File: src/rtl/accum_operand_seq.sv
// rtl/accum_operand_seq.sv - FIFO-buffered burst operand sequencer feeding accum_nbits
// Optional feature: ACCUM_SEQ_BYPASS_EN (empty-FIFO push goes straight to acc_x_o).
`timescale 1ns/1ps
module accum_operand_seq #(
    parameter int WIDTH     = 32,
    parameter int DEPTH     = 4,
    parameter int BURST_LEN = 8
) (
    input  logic                           clk_i,
    input  logic                           nrst_i,
    input  logic                           s_valid_i,
    input  logic [WIDTH-1:0]               s_data_i,
    output logic                           s_ready_o,
    output logic [WIDTH-1:0]               acc_x_o,
    output logic                           acc_clr_o,
    output logic                           burst_done_o,
    output logic [$clog2(BURST_LEN+1)-1:0] count_o
);
    localparam int AW = $clog2(DEPTH);
    localparam int CW = $clog2(BURST_LEN + 1);
    localparam logic [CW-1:0] LAST_CNT = CW'(BURST_LEN - 1);

    typedef enum logic [1:0] {RUN, DONE, CLEAR} state_t;

    state_t           state, state_nxt;
    logic [WIDTH-1:0] mem [DEPTH];
    logic [AW:0]      wr_ptr, rd_ptr;
    logic [CW-1:0]    count;
    logic [WIDTH-1:0] acc_x, acc_x_nxt;
    logic             full, empty, push, push_fifo, pop, issue;

    // Extra pointer MSB distinguishes full from empty when the index bits match
    assign full  = (wr_ptr[AW] != rd_ptr[AW]) && (wr_ptr[AW-1:0] == rd_ptr[AW-1:0]);
    assign empty = (wr_ptr == rd_ptr);
    assign push  = s_valid_i && !full;

    always_comb begin
        state_nxt = state;
        acc_x_nxt = '0;
        pop       = 1'b0;
        issue     = 1'b0;
        push_fifo = push;
        case (state)
            RUN: begin
                if (!empty) begin
                    pop       = 1'b1;
                    issue     = 1'b1;
                    acc_x_nxt = mem[rd_ptr[AW-1:0]];
                end
`ifdef ACCUM_SEQ_BYPASS_EN
                else if (push) begin
                    push_fifo = 1'b0;
                    issue     = 1'b1;
                    acc_x_nxt = s_data_i;
                end
`endif
                if (issue && (count == LAST_CNT)) begin
                    state_nxt = DONE;
                end
            end
            DONE:    state_nxt = CLEAR;
            CLEAR:   state_nxt = RUN;
            default: state_nxt = RUN;
        endcase
    end

    always_ff @(posedge clk_i) begin
        if (push_fifo) begin
            mem[wr_ptr[AW-1:0]] <= s_data_i;
        end
    end

    always_ff @(posedge clk_i or negedge nrst_i) begin
        if (!nrst_i) begin
            state  <= RUN;
            wr_ptr <= '0;
            rd_ptr <= '0;
            count  <= '0;
            acc_x  <= '0;
        end else begin
            state <= state_nxt;
            acc_x <= acc_x_nxt;
            if (push_fifo) begin
                wr_ptr <= wr_ptr + 1'b1;
            end
            if (pop) begin
                rd_ptr <= rd_ptr + 1'b1;
            end
            if (issue) begin
                count <= (count == LAST_CNT) ? '0 : count + CW'(1);
            end
        end
    end

    assign s_ready_o    = !full;
    assign acc_x_o      = acc_x;
    assign burst_done_o = (state == DONE);
    assign acc_clr_o    = (state == CLEAR);
    assign count_o      = count;
endmodule

File: config.mk
export PLATFORM = sky130hd
export DESIGN_NAME = accum_operand_seq
export DESIGN_NICKNAME = d
export VERILOG_FILES = /design/src/rtl/accum_operand_seq.sv
export SDC_FILE = /design/constraint.sdc
export NUM_CORES = 1
export LEC_CHECK = 0
export BUFFER_PORTS_ARGS = -buffer_cell sky130_fd_sc_hd__buf_2
export CORE_UTILIZATION = 40
export CTS_CLUSTER_DIAMETER = 200
export CTS_CLUSTER_SIZE = 8
export DETAILED_ROUTE_END_ITERATION = 12
export RECOVER_POWER = 25
export SYNTH_ARGS = -nofsm -noshare
export SYNTH_HDL_FRONTEND = slang
export SYNTH_SLANG_ARGS = --single-unit
File: constraint.sdc
create_clock -name clk_i -period 4.3 [get_ports clk_i]
set_input_delay 0.86 -clock clk_i [delete_from_list [all_inputs] [get_ports clk_i]]
set_output_delay 0.86 -clock clk_i [all_outputs]
set_load 0.05 [all_outputs]
==> impl_table.tex, run 1 <==
\begin{tabular}{lr}
\hline
Metric & Value \\
\hline
\multicolumn{2}{l}{\textbf{Outcome}} \\
\quad Run status & finished, final reports clean \\
\multicolumn{2}{l}{\textbf{Floorplan}} \\
\quad Count of standard-cell rows & 45 \\
\quad Floorplan core area & around 15000 um\^{}2 \\
\quad DIE WIDTH & between 100 and 150 um \\
\quad Starting Density & 0.411 \\
\quad Die Footprint & approximately 16000 um\^{}2 \\
\quad Vertical die dimension & between 100 and 150 um \\
\quad I/O pin cnt & between 70 and 80 \\
\multicolumn{2}{l}{\textbf{STA}} \\
\quad Setup violators final & 0 \\
\quad Worst Max-Slew Pin Slew & just over 1 ns \\
\quad Setup tns final & 0 ns \\
\quad Minimum clock period after layout & 2.69 ns \\
\quad Worst setup skew after layout & 0.00987 ns \\
\quad Number of hold violations in the final report & 0 \\
\quad RSZ-0062 raised after global routing & false \\
\quad Count of final max-slew check failures & 0 \\
\quad Tightest slew margin relative to the limit & 0.311 \\
\quad Final critical-path share of the clock period & 0.625 \\
\quad Final hold slack & a little over 0.5 ns \\
\quad Highest attainable clock frequency & 0.372 GHz \\
\multicolumn{2}{l}{\textbf{Job}} \\
\quad Max-cap violations & 0 \\
\multicolumn{2}{l}{\textbf{Critical path}} \\
\quad Critical path endpoint category & output pin \\
\quad Startpoint types & register \\
\quad Endpoint arrival time on the critical path & 1.83 ns \\
\quad Critical path's largest stage delay & 0.44 ns \\
\quad Worst r2r path cells & 3 \\
\quad Worst R2R Setup Slack & 2.04 ns \\
\quad Crit Path Max Fanout & 5 \\
\quad Endpoint of the most critical register-to-register path & rd\_ptr[1] \\
\quad Slowest CP cell & dfrtp\_1 \\
\quad Worst Path Required & 3.44 ns \\
\quad Category of the critical setup timing path & register to output pin \\
\quad Crit path cell chain & xnor2\_1 -> nand3\_1 -> buf\_2 \\
\quad Critical register-to-register path startpoint & wr\_ptr[0] \\
\multicolumn{2}{l}{\textbf{Finish}} \\
\quad Final nets & 421 \\
\quad Most frequent standard cell in the layout excluding fill and tap cells & edfxtp\_1 \\
\quad Layout-stage area growth over the synthesis result & 17.4\% \\
\quad Layout fillers & 1302 \\
\quad Share of layout cells above drive strength 1 & 0.290 \\
\quad Antenna diode count & 0 \\
\quad Highest-count cells in the layout ignoring fill and taps & 128 x edfxtp\_1, 46 x buf\_2, 42 x dfrtp\_1, 37 x clkbuf\_1, 35 x nor2b\_1 \\
\multicolumn{2}{l}{\textbf{Logic synthesis}} \\
\quad Combined area of all synthesized cells & around 6300 um\^{}2 \\
\quad Synth Area per Inst & between 20 and 25 um\^{}2 \\
\quad Number of synthesized register bits & 172 \\
\quad Synth Instances & 297 \\
\quad Distinct cells, synth & 25 \\
\quad Ys Warns & 0 \\
\quad Net count of the mapped netlist & 338 \\
\quad Share of the yosys chip area belonging to registers & 0.788 \\
\multicolumn{2}{l}{\textbf{Global routing}} \\
\quad GRT Total Usage & 0.143 \\
\quad Vias in the first global route & 3026 \\
\quad Initial antenna violation count & 0 \\
\quad Wire length of the first global-routing pass & approximately 17 mm \\
\quad Maximum number of pins on one net before global-route repair & 45 \\
\quad Congestion Overflow GR & 0 \\
\multicolumn{2}{l}{\textbf{Worst hold path}} \\
\quad Worst hold path endpoint & state[1] \\
\quad Worst min-delay path class & register to register \\
\quad Worst hold path stage count & 1 \\
\quad Hold path startpoint & state[1] \\
\multicolumn{2}{l}{\textbf{Placed design}} \\
\quad HPWL reported at the end of detailed placement & 6.01 mm \\
\quad Placer congestion estimate & 0.741 \\
\quad Count of input and output buffers & 73 \\
\multicolumn{2}{l}{\textbf{Clocking}} \\
\quad Clock tree from TritonCTS & built \\
\quad Post CTS Setup Buffer Count & 0 \\
\quad Worst-skew pair later-pin latency & $\sim$0.42 ns \\
\quad Post-CTS Hold Buffers & 0 \\
\quad Level count of the clock H-tree & 4 \\
\quad Number of clock sinks seen by CTS & 172 \\
\quad Clock-pin slew reported for the worst setup and hold paths after clock tree synthesis & about 0.060 ns \\
\quad Count of cells resized by post-cts repair & 0 \\
\quad Clock tree root buffer cell & clkbuf\_16 \\
\quad CTS Buffer Depth & 2 \\
\quad Number of clock buffers inserted by TritonCTS & 17 \\
\multicolumn{2}{l}{\textbf{Detailed routing}} \\
\quad TritonRoute pass-1 iters & 4 \\
\quad Ratio of routed vias to standard cells & 4.76 \\
\quad Total number of vias & 2878 \\
\quad Total wire length & roughly 11 mm \\
\quad Remaining routing DRC violations & 0 \\
\quad WL per Instance & approximately 17 um \\
\quad Final antenna-violating net count & 0 \\
\quad Violation count after the first detailed-routing iteration & 140 \\
\multicolumn{2}{l}{\textbf{Power and ir drop}} \\
\quad Leakage & 2.66 nW \\
\quad Peak supply drop & 0.000435 V \\
\quad Power density cells & between 800 and 900 nW/um\^{}2 \\
\hline
\end{tabular}
-- worst max-delay path, delay by kind of cell (launching register included) --
family | cells | cell delay (ns)
xor gates and xnor gates | 1 | 0.42
buffers and inverters | 1 | 0.29
DFF | 1 | 0.44
and+or+nand+nor | 1 | 0.26
-- report_power, final --
part | switching (mW) | internal [mW]
Sequential | 0.146 | 2.33
Clock | 0.563 | 0.767
Combinational | 1.51 | 0.762
-- Yosys cell counts --
cell | number | area [um^2]
edfxtp_1 | 128 | 3840
dfrtp_1 | 44 | 1100
nor2b_1 | 35 | 219
mux4_2 | 32 | 721
nand2_1 | 7 | 26.3
buf_2 | 6 | 30.0
ha_1 | 6 | 75.1
clkbuf_1 | 5 | 18.8
xnor2_1 | 5 | 43.8
inv_1 | 4 | 15.0
mux2_2 | 4 | 45.0
and3_1 | 3 | 18.8
nor2_1 | 3 | 11.3
nand3_1 | 2 | 10.0
nor3_1 | 2 | 10.0
xor2_1 | 2 | 17.5
a21o_1 | 1 | 7.51
a311o_1 | 1 | 10.0
a31oi_1 | 1 | 6.26
buf_4 | 1 | 7.51
mux2i_1 | 1 | 10.0
nand4_1 | 1 | 6.26
o21ai_0 | 1 | 5.00
o311ai_0 | 1 | 8.76
or4_1 | 1 | 7.51
-- metal layers --
metal | routed length [um] | global-route usage | vias up | part of all wire
met4 | 242 | 0.0749 | 0 | 0.023
met3 | 355 | 0.0314 | 21 | 0.034
met1 | 4540 | 0.176 | 1487 | 0.43
li1 | - | - | 1309 | -
met5 | 0 | 0 | - | 0
met2 | 5400 | 0.238 | 61 | 0.51
-- area by class of cell --
class | instances | area, um^2 | share of cell area
Clock buffer | 29 | 490 | 0.0666
Clock inverter | 3 | 15.0 | 0.00204
Inverter | 4 | 15.0 | 0.00204
Multi-Input combinational cell | 109 | 1280 | 0.174
Sequential cell | 172 | 4950 | 0.672
Tap cell | 211 | 264 | 0.0358
Timing Repair Buffer | 76 | 354 | 0.0481
-- metrics by stage --
stage	util	setup WS (ns)	instances	cell area, um^2	power [mW]
global placement	0.452	1.72	572	6890	4.80
floorplan	-	1.27	297	6270	4.26
detailed placement	0.452	1.72	572	6890	4.84
global route	0.483	1.50	604	7360	6.40
CTS	0.485	1.60	604	7400	6.17
finish	0.483	1.61	604	7360	6.07
-- worst max-delay path by stage --
| stage | startpoint | end | slack [ns] | depth (start not counted) |
|---|---|---|---|---|
| 3_5_place_dp | s_valid_i | mem[3][28] | 1.72 | 4 |
| 5_1_grt | wr_ptr[0] | s_ready_o | 1.50 | 3 |
| 6_report | wr_ptr[0] | s_ready_o | 1.61 | 3 |
| 4_1_cts | wr_ptr[0] | s_ready_o | 1.60 | 3 |
| 3_3_place_gp | s_valid_i | mem[3][22] | 1.72 | 4 |
| 2_1_floorplan | s_valid_i | mem[3][0] | 1.27 | 2 |
-- sequential cells by signal (all words and copies together), names as in the netlist --
register and cells:
acc_x_o 32, count_o 4, mem 128, rd_ptr 3, state 2, wr_ptr 3
-- cell families after synthesis --
group | Yosys count | share of synthesized area
muxes | 37 | 0.124
adders and majority gates | 6 | 0.0120
DFF | 172 | 0.788
AOI/OAI and AO/OA | 5 | 0.00598
and+or+nand+nor | 54 | 0.0493
buffers and inverters | 16 | 0.0114
xor gates and xnor gates | 7 | 0.00977
Note: power is estimated with default switching activity, not from simulation.
==> inputs of run 2 (changes only) <==
==> constraint.sdc (replaced) <==
create_clock -name clk_i -period 2.2 [get_ports clk_i]
set_input_delay 0.44 -clock clk_i [delete_from_list [all_inputs] [get_ports clk_i]]
set_output_delay 0.44 -clock clk_i [all_outputs]
set_load 0.05 [all_outputs]
==> run 2 against run 1 <==
Compared with the run above:
- clock power up 140%
- sequential share of layout area down 1.8 points
- total power up 110%
- via count up 1.4%
- die area unchanged
- global-route usage up 0.76 points
- critical path depth unchanged
- combinational power up 100%
- critical path type unchanged
- largest cell class unchanged
==> impl_table.tex, run 2 (synthesized netlist as in run 1, its figures left out) <==
\begin{tabular}{lr}
\hline
Metric & Value \\
\hline
\multicolumn{2}{l}{\textbf{Outcome}} \\
\quad Run status & finished, final reports clean \\
\multicolumn{2}{l}{\textbf{Power and ir drop}} \\
\quad Net switching power figure & 4.48 mW (+100\%) \\
\quad Power density cells & 1670 nW/um\^{}2 (+100\%) \\
\quad Fraction of power spent switching nets & 0.353 (-0.0116) \\
\quad Sequential Power Share & 0.385 (-0.022) \\
\quad Peak supply drop & 0.000712 V (+64\%) \\
\quad Leakage & 2.77 nW (+4.0\%) \\
\quad Clock power share & 0.251 (+0.032) \\
\quad Design internal power & 8.20 mW (+110\%) \\
\quad Power share of the combinational group & 0.364 (-0.010) \\
\multicolumn{2}{l}{\textbf{Critical path}} \\
\quad Endpoint of the most critical register-to-register path & mem[0][12] \\
\quad Worst r2r path cells & 3 (unchanged) \\
\quad Crit path cell chain & xor2\_1 -> nand3\_2 -> buf\_2 \\
\quad Category of the critical setup timing path & register to output pin \\
\quad Critical register-to-register path startpoint & rd\_ptr[2] \\
\quad Slowest CP cell & dfrtp\_1 \\
\quad Critical path endpoint category & output pin \\
\quad Worst Path Required & 1.76 ns (-1.68 ns) \\
\quad Crit Path Max Fanout & 5 (unchanged) \\
\quad Endpoint arrival time on the critical path & 1.59 ns (-0.24 ns) \\
\quad Worst R2R Setup Slack & 0.21 ns (-1.83 ns) \\
\quad Family of cells with the greatest summed delay on the critical path & flip-flops \\
\quad Critical path's largest stage delay & 0.45 ns (about the same) \\
\quad Startpoint types & register \\
\quad Count of buffering cells on the critical path with inverters included & 1 (unchanged) \\
\multicolumn{2}{l}{\textbf{STA}} \\
\quad Worst Max-Slew Pin Slew & 0.906 ns (-0.128 ns) \\
\quad Setup tns final & 0 ns (unchanged) \\
\quad Minimum clock period after layout & slightly above 2 ns \\
\quad Tightest slew margin relative to the limit & 0.396 (+0.0851) \\
\quad Final critical-path share of the clock period & 0.924 \\
\quad Worst setup skew after layout & 0.00520 ns (-0.00467 ns) \\
\quad Count of final max-slew check failures & 0 (unchanged) \\
\quad Number of hold violations in the final report & 0 (unchanged) \\
\quad RSZ-0062 raised after global routing & false \\
\quad Highest attainable clock frequency & 0.492 GHz \\
\quad Setup violators final & 0 (unchanged) \\
\multicolumn{2}{l}{\textbf{Global routing}} \\
\quad GRT Total Usage & 0.150 (+0.00761) \\
\quad Initial antenna violation count & 0 (unchanged) \\
\quad Wire length of the first global-routing pass & 17.4 mm (+5.2\%) \\
\quad Congestion Overflow GR & 0 (unchanged) \\
\quad Maximum number of pins on one net before global-route repair & 35 (-22\%) \\
\quad Vias in the first global route & 3146 (+4.0\%) \\
\multicolumn{2}{l}{\textbf{Finish}} \\
\quad Layout-stage area growth over the synthesis result & 20.7\% \\
\quad Flip-flop count of the largest register after layout & 128 (unchanged) \\
\quad Most frequent standard cell in the layout excluding fill and tap cells & edfxtp\_1 \\
\quad Antenna diode count & 0 (unchanged) \\
\quad Share of layout cells above drive strength 1 & 0.326 (+0.0357) \\
\quad Total non-filler cell area in the finished layout & 7570 um\^{}2 (+2.8\%) \\
\quad Layout fillers & 1261 (-3.1\%) \\
\quad Final nets & 427 (+1.4\%) \\
\quad Highest-count cells in the layout ignoring fill and taps & 128 x edfxtp\_1, 48 x buf\_2, 42 x dfrtp\_1, 35 x nor2b\_1, 32 x mux4\_2 \\
\multicolumn{2}{l}{\textbf{Clocking}} \\
\quad Number of clock buffers inserted by TritonCTS & 17 (unchanged) \\
\quad Level count of the clock H-tree & 4 (unchanged) \\
\quad Post-CTS Hold Buffers & 0 (unchanged) \\
\quad Count of cells resized by post-cts repair & 0 (unchanged) \\
\quad Worst-skew pair later-pin latency & 0.42 ns (about the same) \\
\quad Clock tree from TritonCTS & built \\
\quad Number of clock sinks seen by CTS & 172 (unchanged) \\
\quad Post CTS Setup Buffer Count & 0 (unchanged) \\
\quad CTS Buffer Depth & 2 (unchanged) \\
\quad Clock-pin slew reported for the worst setup and hold paths after clock tree synthesis & 0.06 ns (about the same) \\
\quad Clock tree root buffer cell & clkbuf\_16 \\
\multicolumn{2}{l}{\textbf{Floorplan}} \\
\quad Floorplan core area & 15300 um\^{}2 (unchanged) \\
\quad DIE WIDTH & 127 um (unchanged) \\
\quad Vertical die dimension & 127 um (unchanged) \\
\quad Die Footprint & 16200 um\^{}2 (unchanged) \\
\quad I/O pin cnt & 74 (unchanged) \\
\quad Count of standard-cell rows & 45 (unchanged) \\
\quad Starting Density & 0.411 (unchanged) \\
\multicolumn{2}{l}{\textbf{Detailed routing}} \\
\quad Total number of vias & 2919 (+1.4\%) \\
\quad Remaining routing DRC violations & 0 (unchanged) \\
\quad Final antenna-violating net count & 0 (unchanged) \\
\quad Ratio of routed vias to standard cells & 4.79 (+0.43\%) \\
\quad Violation count after the first detailed-routing iteration & 181 (+29\%) \\
\quad TritonRoute pass-1 iters & 4 (unchanged) \\
\quad Total wire length & 11.0 mm (+4.1\%) \\
\quad WL per Instance & 18.0 um (+3.0\%) \\
\multicolumn{2}{l}{\textbf{Placed design}} \\
\quad HPWL reported at the end of detailed placement & 6.37 mm (+6.0\%) \\
\quad Post-placement cell area & 6960 um\^{}2 (+0.91\%) \\
\quad Count of input and output buffers & 73 (unchanged) \\
\quad Placer congestion estimate & 0.694 (-6.3\%) \\
\multicolumn{2}{l}{\textbf{Worst hold path}} \\
\quad Worst min-delay path class & primary input to asynchronous set/reset pin \\
\multicolumn{2}{l}{\textbf{Job}} \\
\quad Max-cap violations & 0 (unchanged) \\
\hline
\end{tabular}
## run 2: per-layer routing
metal / up-vias / track usage / routed length, um
met5: - / 0 / 0
met4: 0 / 0.0651 / 158
met3: 14 / 0.0377 / 359
met2: 61 / 0.250 / 5480
met1: 1508 / 0.189 / 4970
li1: 1336 / - / -
## run 2: worst max-delay path by stage
stage / startpoint / endpoint / slack [ns] / depth (start not counted)
5_1_grt: rd_ptr[2] / s_ready_o / 0.06 / 3
3_5_place_dp: wr_ptr[1] / mem[0][18] / 0.15 / 3
4_1_cts: wr_ptr[1] / s_ready_o / 0.01 / 3
6_report: rd_ptr[2] / s_ready_o / 0.17 / 3
2_1_floorplan: rd_ptr[0] / mem[3][0] / -0.006 / 3
3_3_place_gp: wr_ptr[1] / mem[0][18] / 0.20 / 3
## run 2: power groups by stage
stage / Sequential (mW) / Clock [mW] / Combinational (mW)
floorplan: 6.00 / 0 / 2.35
global placement: 4.90 / 0 / 4.67
detailed placement: 4.94 / 0 / 4.73
CTS: 4.88 / 3.24 / 4.75
global route: 4.97 / 3.37 / 5.03
finish: 4.88 / 3.18 / 4.62
## run 2: worst reg2reg max path: cells and delay by family, from the launching register on
kind / cells / cell delay [ns]
XOR/XNOR: 1 / 0.23
AND/OR/NAND/NOR: 2 / 0.93
flip-flops: 1 / 0.45
## run 2: final cells by class
class / instances / area, um^2 / share of cell area
clock buffer: 19 / 443 / 0.0585
multi-input combinational: 109 / 1290 / 0.171
timing repair buffer: 82 / 414 / 0.0547
inverter: 4 / 15.0 / 0.00198
clock inverter: 13 / 196 / 0.0259
sequential: 172 / 4950 / 0.653
tap: 211 / 264 / 0.0349
## run 2: through the flow
step | power (mW) | worst slack [ns] | utilization | hold slack [ns] | instances
6_report | 12.7 | 0.167 | 0.496 | 0.0295 | 610
5_1_grt | 13.4 | 0.0608 | 0.496 | 0.0690 | 610
4_1_cts | 12.9 | 0.0109 | 0.498 | 0.0453 | 610
3_5_place_dp | 9.67 | 0.152 | 0.456 | 0.492 | 578
3_3_place_gp | 9.58 | 0.196 | 0.456 | 0.485 | 578
2_1_floorplan | 8.35 | -0.00564 | - | 0.144 | 297
==> inputs of run 3 (changes only) <==
--- a/config.mk
+++ b/config.mk
@@ -6,6 +6,7 @@
 export NUM_CORES = 1
 export LEC_CHECK = 0
 export BUFFER_PORTS_ARGS = -buffer_cell sky130_fd_sc_hd__buf_2
+export CORE_ASPECT_RATIO = 0.75
 export CORE_UTILIZATION = 40
 export CTS_CLUSTER_DIAMETER = 200
 export CTS_CLUSTER_SIZE = 8
==> run 3 against run 2 <==
Compared with the run above:
- clock-buffer cell count is 1 lower
- clock skew grew 0.0094 ns
- critical endpoint unchanged
- worst setup slack improved by 0.015 ns
- first-iteration DRC count down 9.9%
- via count decreased by 0.10%
==> impl_table.tex, run 3 (synthesized netlist as in run 1, its figures left out) <==
\begin{tabular}{lr}
\hline
Metric & Value \\
\hline
\multicolumn{2}{l}{\textbf{STA}} \\
\quad Worst Max-Slew Pin Slew & 0.896 ns (-0.0105 ns) \\
\quad Setup violators final & 0 (unchanged) \\
\quad Count of final max-slew check failures & 0 (unchanged) \\
\quad Worst setup skew after layout & 0.0146 ns (+0.00944 ns) \\
\quad Highest attainable clock frequency & 0.496 GHz (+0.73\%) \\
\quad Final critical-path share of the clock period & 0.917 (-0.00672) \\
\quad Number of hold violations in the final report & 0 (unchanged) \\
\quad Final hold slack & 0.255 ns (+0.226 ns) \\
\quad Minimum clock period after layout & 2.02 ns (-0.0148 ns) \\
\quad RSZ-0062 raised after global routing & false \\
\quad Tightest slew margin relative to the limit & 0.403 (+0.00701) \\
\multicolumn{2}{l}{\textbf{Critical path}} \\
\quad Worst r2r path cells & 3 (unchanged) \\
\quad Slowest CP cell & dfrtp\_1 \\
\quad Critical path's largest stage delay & 0.43 ns (-0.02 ns) \\
\quad Endpoint arrival time on the critical path & 1.58 ns (about the same) \\
\quad Startpoint types & register \\
\quad Worst Path Required & 1.76 ns (about the same) \\
\quad Category of the critical setup timing path & register to output pin \\
\quad Worst R2R Setup Slack & 0.24 ns (+0.03 ns) \\
\quad Crit path cell chain & xor2\_1 -> nand3\_2 -> buf\_2 \\
\quad Critical path endpoint category & output pin \\
\quad Crit Path Max Fanout & 5 (unchanged) \\
\multicolumn{2}{l}{\textbf{Finish}} \\
\quad Cell Count, Final, Fillers Out & 604 (-0.98\%) \\
\quad Share of layout cells above drive strength 1 & 0.323 (-0.00251) \\
\quad Flip-flop count of the largest register after layout & 128 (unchanged) \\
\quad Layout-stage area growth over the synthesis result & 20.0\% \\
\quad Highest-count cells in the layout ignoring fill and taps & 128 x edfxtp\_1, 47 x buf\_2, 42 x dfrtp\_1, 35 x nor2b\_1, 32 x mux4\_2 \\
\quad Layout fillers & 1261 (unchanged) \\
\quad Antenna diode count & 0 (unchanged) \\
\quad Final nets & 427 (unchanged) \\
\quad Most frequent standard cell in the layout excluding fill and tap cells & edfxtp\_1 \\
\quad Final Core Density & 0.493 (-0.00327) \\
\multicolumn{2}{l}{\textbf{Floorplan}} \\
\quad I/O pin cnt & 74 (unchanged) \\
\quad Die Footprint & 16200 um\^{}2 (about the same) \\
\quad DIE WIDTH & 147 um (+15\%) \\
\quad Starting Density & 0.411 (about the same) \\
\quad Floorplan core area & 15300 um\^{}2 (about the same) \\
\quad Count of standard-cell rows & 39 (-13\%) \\
\quad Vertical die dimension & 110 um (-13\%) \\
\multicolumn{2}{l}{\textbf{Power and ir drop}} \\
\quad Net switching power figure & 4.55 mW (+1.6\%) \\
\quad Sequential Power Share & 0.388 (+0.003) \\
\quad Peak supply drop & 0.000780 V (+9.5\%) \\
\quad Total power of the final layout & 12.5 mW (-1.5\%) \\
\quad Clock power share & 0.243 (-0.008) \\
\quad Design internal power & 7.94 mW (-3.1\%) \\
\quad Leakage & 2.74 nW (-1.2\%) \\
\quad Fraction of power spent switching nets & 0.364 (+0.0109) \\
\quad Power density cells & 1660 nW/um\^{}2 (-0.91\%) \\
\quad Power share of the combinational group & 0.369 (+0.005) \\
\multicolumn{2}{l}{\textbf{Clocking}} \\
\quad Number of clock buffers inserted by TritonCTS & 17 (unchanged) \\
\quad CTS Buffer Depth & 2 (unchanged) \\
\quad Clock tree root buffer cell & clkbuf\_16 \\
\quad Worst-skew pair later-pin latency & 0.42 ns (about the same) \\
\quad Count of cells resized by post-cts repair & 0 (unchanged) \\
\quad Level count of the clock H-tree & 4 (unchanged) \\
\quad Clock-pin slew reported for the worst setup and hold paths after clock tree synthesis & 0.06 ns (about the same) \\
\quad Number of clock sinks seen by CTS & 172 (unchanged) \\
\quad Clock tree from TritonCTS & built \\
\multicolumn{2}{l}{\textbf{Outcome}} \\
\quad Run status & finished, final reports clean \\
\multicolumn{2}{l}{\textbf{Global routing}} \\
\quad Vias in the first global route & 3054 (-2.9\%) \\
\quad GRT Total Usage & 0.146 (-0.00404) \\
\quad Maximum number of pins on one net before global-route repair & 35 (unchanged) \\
\quad Initial antenna violation count & 0 (unchanged) \\
\quad Congestion Overflow GR & 0 (unchanged) \\
\quad Wire length of the first global-routing pass & 17.3 mm (-0.72\%) \\
\multicolumn{2}{l}{\textbf{Detailed routing}} \\
\quad TritonRoute pass-1 iters & 4 (unchanged) \\
\quad Total wire length & 10.9 mm (-0.71\%) \\
\quad Total number of vias & 2916 (-0.10\%) \\
\quad Ratio of routed vias to standard cells & 4.83 (+0.89\%) \\
\quad WL per Instance & 18.0 um (+0.28\%) \\
\quad Final antenna-violating net count & 0 (unchanged) \\
\quad Violation count after the first detailed-routing iteration & 163 (-9.9\%) \\
\quad Remaining routing DRC violations & 0 (unchanged) \\
\multicolumn{2}{l}{\textbf{Job}} \\
\quad Max-cap violations & 0 (unchanged) \\
\multicolumn{2}{l}{\textbf{Placed design}} \\
\quad Placer congestion estimate & 0.699 (+0.81\%) \\
\quad Count of input and output buffers & 73 (unchanged) \\
\quad Cell count after placement & 571 (-1.2\%) \\
\quad HPWL reported at the end of detailed placement & 6.34 mm (-0.59\%) \\
\multicolumn{2}{l}{\textbf{Worst hold path}} \\
\quad Worst min-delay path class & primary input to register \\
\quad Worst hold path stage count & 1 \\
\hline
\end{tabular}
run 3: cell types whose count changed in the layout (fill, tap and decap cells not counted), moves of 2 or more:
cell,previous run,this run
clkinvlp_4,1,4
inv_6,0,3
buf_4,8,6
bufinv_16,5,3
clkinv_1,3,1
run 3: critical path: cells and delay by family, from the launching register on:
kind | cells | cell delay (ns)
XOR/XNOR | 1 | 0.34
buffers and inverters | 1 | 0.24
flip-flops | 1 | 0.43
AND/OR/NAND/NOR | 1 | 0.15
run 3: metal layers:
layer | vias up | part of all wire | global-route usage | wire, um
met1 | 1515 | 0.47 | 0.201 | 5100
met2 | 66 | 0.48 | 0.226 | 5220
li1 | 1326 | - | - | -
met5 | - | 0 | 0 | 0
met4 | 0 | 0.010 | 0.0521 | 113
met3 | 9 | 0.042 | 0.0397 | 452
run 3: area by class of cell:
type	count	area, um^2	area share
repair buffers	82	428	0.0568
clock inverters	14	169	0.0224
multi-input cells	109	1280	0.171
clock buffers	18	429	0.0570
inverters	4	15.0	0.00199
flip-flops and latches	172	4950	0.657
well taps	205	256	0.0341
run 3: worst paths after layout:
kind | startpoint | endpoint
max | rd_ptr[2] | s_ready_o
min | s_data_i[20] | mem[2][20]
max reg2reg | rd_ptr[2] | mem[0][1]
min reg2reg | state[1] | state[1]
max in group asynchronous | nrst_i | rd_ptr[1]
min in group asynchronous | nrst_i | acc_x_o[8]
run 3: through the flow:
step           setup slack, ns  TNS [ns]  cell area [um^2]
5_1_grt                 0.0905         0              7530
6_report                 0.182         0              7530
3_5_place_dp             0.204         0              6950
3_3_place_gp             0.243         0              6950
4_1_cts                  0.157         0              7560
2_1_floorplan         -0.00564    -0.180              6290
run 3: what timing repair did:
action                    CTS  global route
hold endpoints to repair    5             0
buffers inserted            0             0
hold buffers                1             0
run 3: power groups by stage:
stage                     combinational [mW]  sequential [mW]  clock [mW]
final                                   4.61             4.85        3.04
after global routing                    4.97             4.94        3.22
after CTS                               4.73             4.86        3.09
after detailed placement                4.70             4.92           0
after global placement                  4.67             4.88           0
after floorplan                         2.35             6.00           0
